**src/rtl/lab4_decrypt.sv**
```systemverilog
// Decryptor for the lab4 LFSR stream: recovers the seed from the preamble, strips it, emits 7-bit ASCII.
// Optional minimum-preamble-length check is enabled by defining LAB4_DECRYPT_MIN_PRE_CHECK_EN.
module lab4_decrypt #(
  parameter int                DW       = 8,
  parameter int                LW       = 5,
  parameter logic [DW-1:0]     PRE_CHAR = 8'h7E,
  parameter int                MAX_PRE  = 255,
  parameter int                MIN_PRE  = 7
) (
  input  logic          clk,
  input  logic          rst,
  input  logic          decRqst,
  input  logic [LW-1:0] taps,
  input  logic          validIn,
  input  logic [7:0]    encByte,
  input  logic          lastIn,
  output logic [7:0]    plainByte,
  output logic          validOut,
  output logic [7:0]    preLen,
  output logic [LW-1:0] seedOut,
  output logic          error,
  output logic          done
);

  typedef enum logic [2:0] {
    IDLE = 3'd0,
    SEED = 3'd1,
    PRE  = 3'd2,
    PAY  = 3'd3,
    FIN  = 3'd4
  } state_t;

  localparam logic [7:0] MAX_LEN = 8'(MAX_PRE);
`ifdef LAB4_DECRYPT_MIN_PRE_CHECK_EN
  localparam logic [7:0] MIN_LEN = 8'(MIN_PRE);
`else
  // A floor of one is always met once in PRE, so the length checks fall away.
  localparam logic [7:0] MIN_LEN = 8'(MIN_PRE - MIN_PRE + 1);
`endif

  function automatic logic [LW-1:0] lfsr_step(input logic [LW-1:0] cur, input logic [LW-1:0] tp);
    return {cur[LW-2:0], ^(cur & tp)};
  endfunction

  function automatic logic [DW-1:0] pad_lfsr(input logic [LW-1:0] v);
    return {{(DW-LW){1'b0}}, v};
  endfunction

  state_t        state_r, state_s;
  logic [LW-1:0] lfsr_r, lfsr_s;
  logic [LW-1:0] taps_r, taps_s;
  logic [LW-1:0] seed_r, seed_s;
  logic [LW-1:0] seed_rec_s;
  logic [7:0]    pre_len_r, pre_len_s;
  logic [7:0]    plain_r, plain_s;
  logic          valid_r, valid_s;
  logic          error_r, error_s;
  logic          done_r, done_s;
  logic          fail_s, end_s, pay_s;

  assign seed_rec_s = encByte[LW-1:0] ^ PRE_CHAR[LW-1:0];

  // Next-state and next-output decode for the whole decode flow.
  always_comb begin
    state_s   = state_r;
    lfsr_s    = lfsr_r;
    taps_s    = taps_r;
    seed_s    = seed_r;
    pre_len_s = pre_len_r;
    plain_s   = plain_r;
    valid_s   = 1'b0;
    error_s   = error_r;
    done_s    = done_r;
    fail_s    = 1'b0;
    end_s     = 1'b0;
    pay_s     = 1'b0;
    if (decRqst) begin
      state_s   = SEED;
      taps_s    = taps;
      seed_s    = {LW{1'b0}};
      pre_len_s = 8'd0;
      error_s   = 1'b0;
      done_s    = 1'b0;
    end else begin
      case (state_r)
        SEED: begin
          if (validIn) begin
            end_s = lastIn;
            if (encByte[DW-1:LW] != PRE_CHAR[DW-1:LW]) begin
              fail_s = 1'b1;
            end else begin
              seed_s    = seed_rec_s;
              lfsr_s    = lfsr_step(seed_rec_s, taps_r);
              pre_len_s = 8'd1;
              state_s   = PRE;
            end
          end else begin
            end_s = 1'b0;
          end
        end
        PRE: begin
          if (validIn) begin
            end_s = lastIn;
            if (encByte[DW-1]) begin
              if (pre_len_r < MIN_LEN) begin
                fail_s = 1'b1;
              end else begin
                pay_s   = 1'b1;
                state_s = PAY;
              end
            end else if ((pre_len_r == MAX_LEN) || (encByte != (PRE_CHAR ^ pad_lfsr(lfsr_r)))) begin
              fail_s = 1'b1;
            end else begin
              pre_len_s = pre_len_r + 8'd1;
              lfsr_s    = lfsr_step(lfsr_r, taps_r);
            end
          end else begin
            end_s = 1'b0;
          end
        end
        PAY: begin
          if (validIn) begin
            end_s = lastIn;
            if (!encByte[DW-1]) begin
              fail_s = 1'b1;
            end else begin
              pay_s = 1'b1;
            end
          end else begin
            end_s = 1'b0;
          end
        end
        IDLE:    state_s = IDLE;
        FIN:     state_s = FIN;
        default: state_s = IDLE;
      endcase
      if (pay_s) begin
        plain_s = (encByte ^ pad_lfsr(lfsr_r)) & {1'b0, {(DW-1){1'b1}}};
        valid_s = 1'b1;
        lfsr_s  = lfsr_step(lfsr_r, taps_r);
      end else begin
        valid_s = 1'b0;
      end
      // A stream that ends while still in the preamble must also meet the length floor.
      if (end_s && !fail_s && (state_s == PRE) && (pre_len_s < MIN_LEN)) begin
        fail_s = 1'b1;
      end else begin
        fail_s = fail_s;
      end
      if (fail_s) begin
        error_s = 1'b1;
        done_s  = 1'b1;
        state_s = FIN;
      end else if (end_s) begin
        done_s  = 1'b1;
        state_s = FIN;
      end else begin
        done_s  = done_s;
      end
    end
  end

  // State and output registers.
  always_ff @(posedge clk or negedge rst) begin
    if (!rst) begin
      state_r   <= IDLE;
      lfsr_r    <= {LW{1'b0}};
      taps_r    <= {LW{1'b0}};
      seed_r    <= {LW{1'b0}};
      pre_len_r <= 8'd0;
      plain_r   <= 8'd0;
      valid_r   <= 1'b0;
      error_r   <= 1'b0;
      done_r    <= 1'b0;
    end else begin
      state_r   <= state_s;
      lfsr_r    <= lfsr_s;
      taps_r    <= taps_s;
      seed_r    <= seed_s;
      pre_len_r <= pre_len_s;
      plain_r   <= plain_s;
      valid_r   <= valid_s;
      error_r   <= error_s;
      done_r    <= done_s;
    end
  end

  assign plainByte = plain_r;
  assign validOut  = valid_r;
  assign preLen    = pre_len_r;
  assign seedOut   = seed_r;
  assign error     = error_r;
  assign done      = done_r;

endmodule

```
**config.mk**
```make
export PLATFORM = sky130hd
export DESIGN_NAME = lab4_decrypt
export DESIGN_NICKNAME = d
export VERILOG_FILES = /design/src/rtl/lab4_decrypt.sv
export SDC_FILE = /design/constraint.sdc
export NUM_CORES = 1
export LEC_CHECK = 0
export CAP_MARGIN = 10
export CORE_UTILIZATION = 33
export DETAILED_ROUTE_END_ITERATION = 16
export PLACE_DENSITY = 0.55
export SETUP_SLACK_MARGIN = 0.1
export SLEW_MARGIN = 20
export SYNTH_ARGS = -nofsm -noshare
export SYNTH_HDL_FRONTEND = slang
export SYNTH_SLANG_ARGS = --single-unit
```
**constraint.sdc**
```tcl
create_clock -name clk -period 2.3 [get_ports clk]
set_input_delay 0.69 -clock clk [delete_from_list [all_inputs] [get_ports clk]]
set_output_delay 0.69 -clock clk [all_outputs]
set_load 0.02 [all_outputs]
```
# [Yosys cells after proc, flatten, opt, wreduce, memory -nomap -nowiden]
# Index checks and enable logic that the tools add are counted.
[totals] regBits=36 inputBits=18 output_inout_bits=24 elab_cells=106
[classes] n_addsub=1 magnitude_cmp=2 n_eq_ne=14 muxes=58 bitwise=6 reduce_logical=16
[op_table] op="$mux W8" count=7
[op_table] op="$mux W5" count=10
[op_table] op="$mux W1" count=27
[op_table] op="$mux W3" count=9
[op_table] op="$lt A8 B1 Y1 const B" count=2
[op_table] op="$pmux W8 S2" count=1
[op_table] op="$ne A3 B3 Y1 const B" count=5
[op_table] op="$pmux W3 S4" count=1
[op_table] op="$and A5 B5 Y5" count=2
[op_table] op="$pmux W5 S2" count=1
[op_table] op="$reduce_xor A5 Y1" count=2
[op_table] op="$eq A3 B2 Y1 const B" count=3
[op_table] op="$add A8 B1 Y8 const B" count=1
[op_table] op="$eq A8 B8 Y1 const B" count=1
[op_table] op="$ne A8 B7 Y1" count=1
[op_table] op="$reduce_and A7 Y1" count=1
[op_table] op="$xor A7 B5 Y7" count=1
[op_table] op="$not A4 Y6" count=1
[op_table] op="$reduce_bool A2 Y1" count=3
[op_table] op="$reduce_bool A3 Y1" count=2
[op_table] op="$not A4 Y4" count=1
[op_table] op="$eq A3 B1 Y1 const B" count=1
[op_table] op="$eq A3 B3 Y1 const B" count=1
[op_table] op="$logic_and A1 B1 Y1" count=3
[op_table] op="other kinds (10)" count=10

# [Logic depth before layout (Yosys ltp)]
[logic_depth] ltp_word=16 ltp_mapped=9 depth_no_buf=8

# [Least setup slack after synthesis]
# OpenSTA, ideal clock, no wires.
[synth_timing] kind="register to register" start="reg pre_len_r[0] (netlist: preLen[0])" end="reg lfsr_r[0]" setup_ps=125 arrival_ps=2166 setup_slack_ps=10 path_stages_with_launch=9 path_buffers=0 period_less_slack_ps=2290 cell_sequence="dfrtp_1 -> inv_1 -> ha_1 -> nor4b_1 -> nand2_1 -> o2111ai_1 -> nand2_1 -> o21ai_1 -> mux2_2"
[synth_between] elab_chain_len=8 elab_cells_between_ends=16
[synth_lines] element="start, declared" line="54" text="logic [7:0] pre_len_r, pre_len_s;"
[synth_lines] element="start signal, assigned" line="180" text="pre_len_r <= pre_len_s;"
[synth_lines] element="$lt A8 B1 Y1" line="105" text="if (pre_len_r < MIN_LEN) begin"
[synth_lines] element="$mux W1" line="105"
[synth_lines] element="$mux W1" line="104" text="if (encByte[DW-1]) begin"
[synth_lines] element="$mux W1" line="102" text="if (validIn) begin"
[synth_lines] element="$pmux W1 S2" line="85" text="case (state_r)"
[synth_lines] element="$mux W1" line="77" text="if (decRqst) begin"
[synth_lines] element="$ne A3 B3 Y1 (no source line) or $reduce_bool A3 Y1 (tied branches)"
[synth_lines] element="$reduce_and A7 Y1 (no source line)"
[synth_lines] element="end signal, assigned" line="167" text="lfsr_r <= {LW{1'b0}};"
[synth_lines] element="end signal, assigned" line="177" text="lfsr_r <= lfsr_s;"
[synth_lines] element="end, declared" line="50" text="logic [LW-1:0] lfsr_r, lfsr_s;"
# Several ways; a longest one is shown, not always the timed one. The select of a mux whose other input is x is not followed.
# A chain may end at the register's enable or synchronous reset.

# [Worst setup path after layout]
[layout_timing] start="reg pre_len_r[2] (netlist: preLen[2])" end="out preLen[2]"
[layout_rtl] element="end, declared" line="19" text="output logic [7:0] preLen,"
# No word-level cell between the ends.

==> impl_metrics.json <==
{
  "synth_edf_count": 0,
  "min_period_ps": 2170,
  "yosys.area.top_type": "dfrtp_1",
  "clk_pin_slew_worst_paths_ps": 80,
  "core_um2": 6030,
  "syn2layout_area_growth_pct": 54.4,
  "multiInputGateArea_um2": 1210,
  "p_int_w": 0.00134,
  "synthArstFlopShare": 1.00,
  "crit_slowest_cell": "clkdlybuf4s50_1",
  "rows": 28,
  "antenna_found_initial": 0,
  "synthTopCellsByArea": "dfrtp_1 (43%), mux2_2 (6.5%), xnor2_1 (5.0%)",
  "routedWlPerCell_um": 14.2,
  "finalMaxSlewViolations": 0,
  "final.fill_count": 567,
  "final_cell_mix": "buf_4 (60), dfrtp_1 (35), clkdlybuf4s50_1 (30), nor2_1 (20), a21oi_1 (18)",
  "timing.hold.ws_ps": 334,
  "grt_util_all_layers": 0.181,
  "cp.required_ps": 1610,
  "seq_power_share": 0.401,
  "status": "finished clean",
  "clkLatencyLatePin_ps": 300,
  "setup_viol": 0,
  "pin_count": 42,
  "cap_violations": 0,
  "finalClockSkew_ps": 5.57,
  "grt-ovfl-total": 0,
  "drive_gt1_frac": 0.364,
  "nNetsFinal": 340,
  "clock_path_buffers": 2,
  "insertedDiodeCount": 0,
  "vias": 1947,
  "dp_hpwl_mm": 4.20,
  "root_buffer": "clkbuf_8",
  "final_hold_viol_count": 0,
  "p_sw_frac": 0.290,
  "combinationalPowerShare": 0.303,
  "grt_pass1_wl_mm": 8.94,
  "grt_max_degree": 24,
  "synth_seq_area_share": 0.431,
  "ir_worst_vdd_v": 0.000358,
  "antenna_left": 0,
  "die_w_um": 81.6,
  "crit_path_start_kind": "register",
  "power_w": 0.00190,
  "final_core_util": 0.535,
  "tritoncts": "yes",
  "routabilityCongestion": 0.870,
  "crit_chain": "buf_4, clkdlybuf4s50_1",
  "area.sequential_um2": 902,
  "start_util": 0.347,
  "synth-main-ff-cell": "dfrtp_1",
  "synth_cells": 222,
  "die_area_um2": 6650,
  "numClockSinks": 36,
  "p_clk_frac": 0.296,
  "synth_top_area_share": 0.431,
  "drt-initial-drc-count": 36,
  "rsz0062_at_grt": "no",
  "worstHoldPathType": "in -> async",
  "htree_levels": 2,
  "cp_top_family": "buffers and inverters",
  "ys_seq_elements": 36,
  "post-route-period-util": 0.942,
  "r2r_cells": 7,
  "ys_warn_count": 0,
  "path_class": "reg -> out",
  "fin_area_um2": 3230,
  "fmax_mhz": 462,
  "cts_made_buffers": 5,
  "syn_area_um2": 2090,
  "syn_nets": 242,
  "finalWirelength_mm": 5.63,
  "worstPathArrival_ps": 1480,
  "power_density_nw_per_um2": 588,
  "final_common_cell": "buf_4",
  "synth_cell_types": 45,
  "path_depth": 2,
  "cpPeakStageDelay_ps": 590,
  "end_kind": "output pin",
  "worstPathMaxFanout": 4,
  "p_leak_nw": 1.50,
  "drc_errors": 0,
  "drt_first_pass_iters": 4,
  "tns_ps": 0,
  "grt_pass1_vias": 1828,
  "die_h_um": 81.6,
  "worst-path-buf-inv": 2,
  "synth.avg_cell_area_um2": 9.41,
  "io_buffers": 40,
  "power_switching_w": 0.000550,
  "dpl_cell_area_um2": 2950,
  "viasPerCell": 4.92
}
registers in the layout, indices dropped and copies added, names as in the netlist:
| name | cells |
|---|---|
| error | 1 |
| plainByte | 7 |
| taps_r | 5 |
| preLen | 8 |
| lfsr_r | 5 |
| done | 1 |
| seedOut | 5 |
| validOut | 1 |
| state_r | 3 |
layer usage:
metal	up-vias	global-route usage	part of all wire
met5	-	0	0
met3	7	0.0400	0.033
li1	971	-	-
met1	923	0.233	0.46
met2	46	0.304	0.49
met4	0	0.0526	0.015
timing repair:
action,CTS,global route
buffers inserted,2,7
hold buffers,0,0
pin swaps,11,19
cloned,0,0
resized for setup,27,34
endpoints found under the setup margin,16,9
Yosys cell counts, types with 5 or more instances:
cell and instances:
mux2_2 12, nand2b_1 5, dfrtp_1 36, nor2_1 20, clkbuf_1 6, xnor2_1 12
mux2i_1 10, nand2_1 18, nor3_1 5, a21oi_1 20, nor2b_1 5, inv_1 13
worst register-to-register path: stages (launching register included):
cell     delay, ps
dfrtp_1        440
xnor2_2        160
or3_4          390
buf_6          130
or4_4          420
o31a_1         280
o21ai_1         80
a31o_1         150
final timing paths:
path | from | slack [ps] | end
worst max-delay path | preLen[2]$_DFF_PN0_ | 130 | preLen[2]
worst min register to register | plainByte[6]$_DFFE_PN0P_ | 510 | plainByte[6]$_DFFE_PN0P_
min in group clk | plainByte[6]$_DFFE_PN0P_ | 510 | plainByte[6]$_DFFE_PN0P_
worst max register to register | lfsr_r[2]$_DFFE_PN0P_ | 190 | error$_DFFE_PN0P_
max in group asynchronous | rst | 1510 | preLen[4]$_DFF_PN0_
worst min-delay path | rst | 330 | done$_DFFE_PN0P_
kinds of logic (layout without fill, tap and decap cells):
group / count (synthesis) / after routing / share of synthesized area
compound gates: 40 / 40 / 0.117
mux: 22 / 22 / 0.113
xor+xnor: 14 / 14 / 0.0587
simple gates: 83 / 83 / 0.219
other cells: 1 / 1 / 0.00179
fa+ha+maj: 2 / 2 / 0.0120
flops: 36 / 36 / 0.431
buf+inv: 24 / 123 / 0.0479
metrics by stage:
stage                     std cells  worst slack (ps)
final                           396               133
after global routing            396               101
after CTS                       389               112
after detailed placement        379              -504
after global placement          379              -459
after floorplan                 222              66.1
power by group through the flow:
stage                     clock network [W]  registers (W)  logic, W
after floorplan                           0       0.000765  0.000252
after global placement                    0       0.000761  0.000489
after detailed placement                  0       0.000761  0.000496
after CTS                          0.000580       0.000756  0.000515
after global routing               0.000604       0.000767  0.000630
final                              0.000561       0.000759  0.000575
layout make-up:
class | count | area share
multi-input cells | 162 | 0.377
inverters | 13 | 0.0151
repair buffers | 102 | 0.265
clock buffers | 5 | 0.0213
flip-flops and latches | 36 | 0.280
well taps | 75 | 0.0291
clock inverters | 3 | 0.0132
Power figures use the tool's default switching activity.
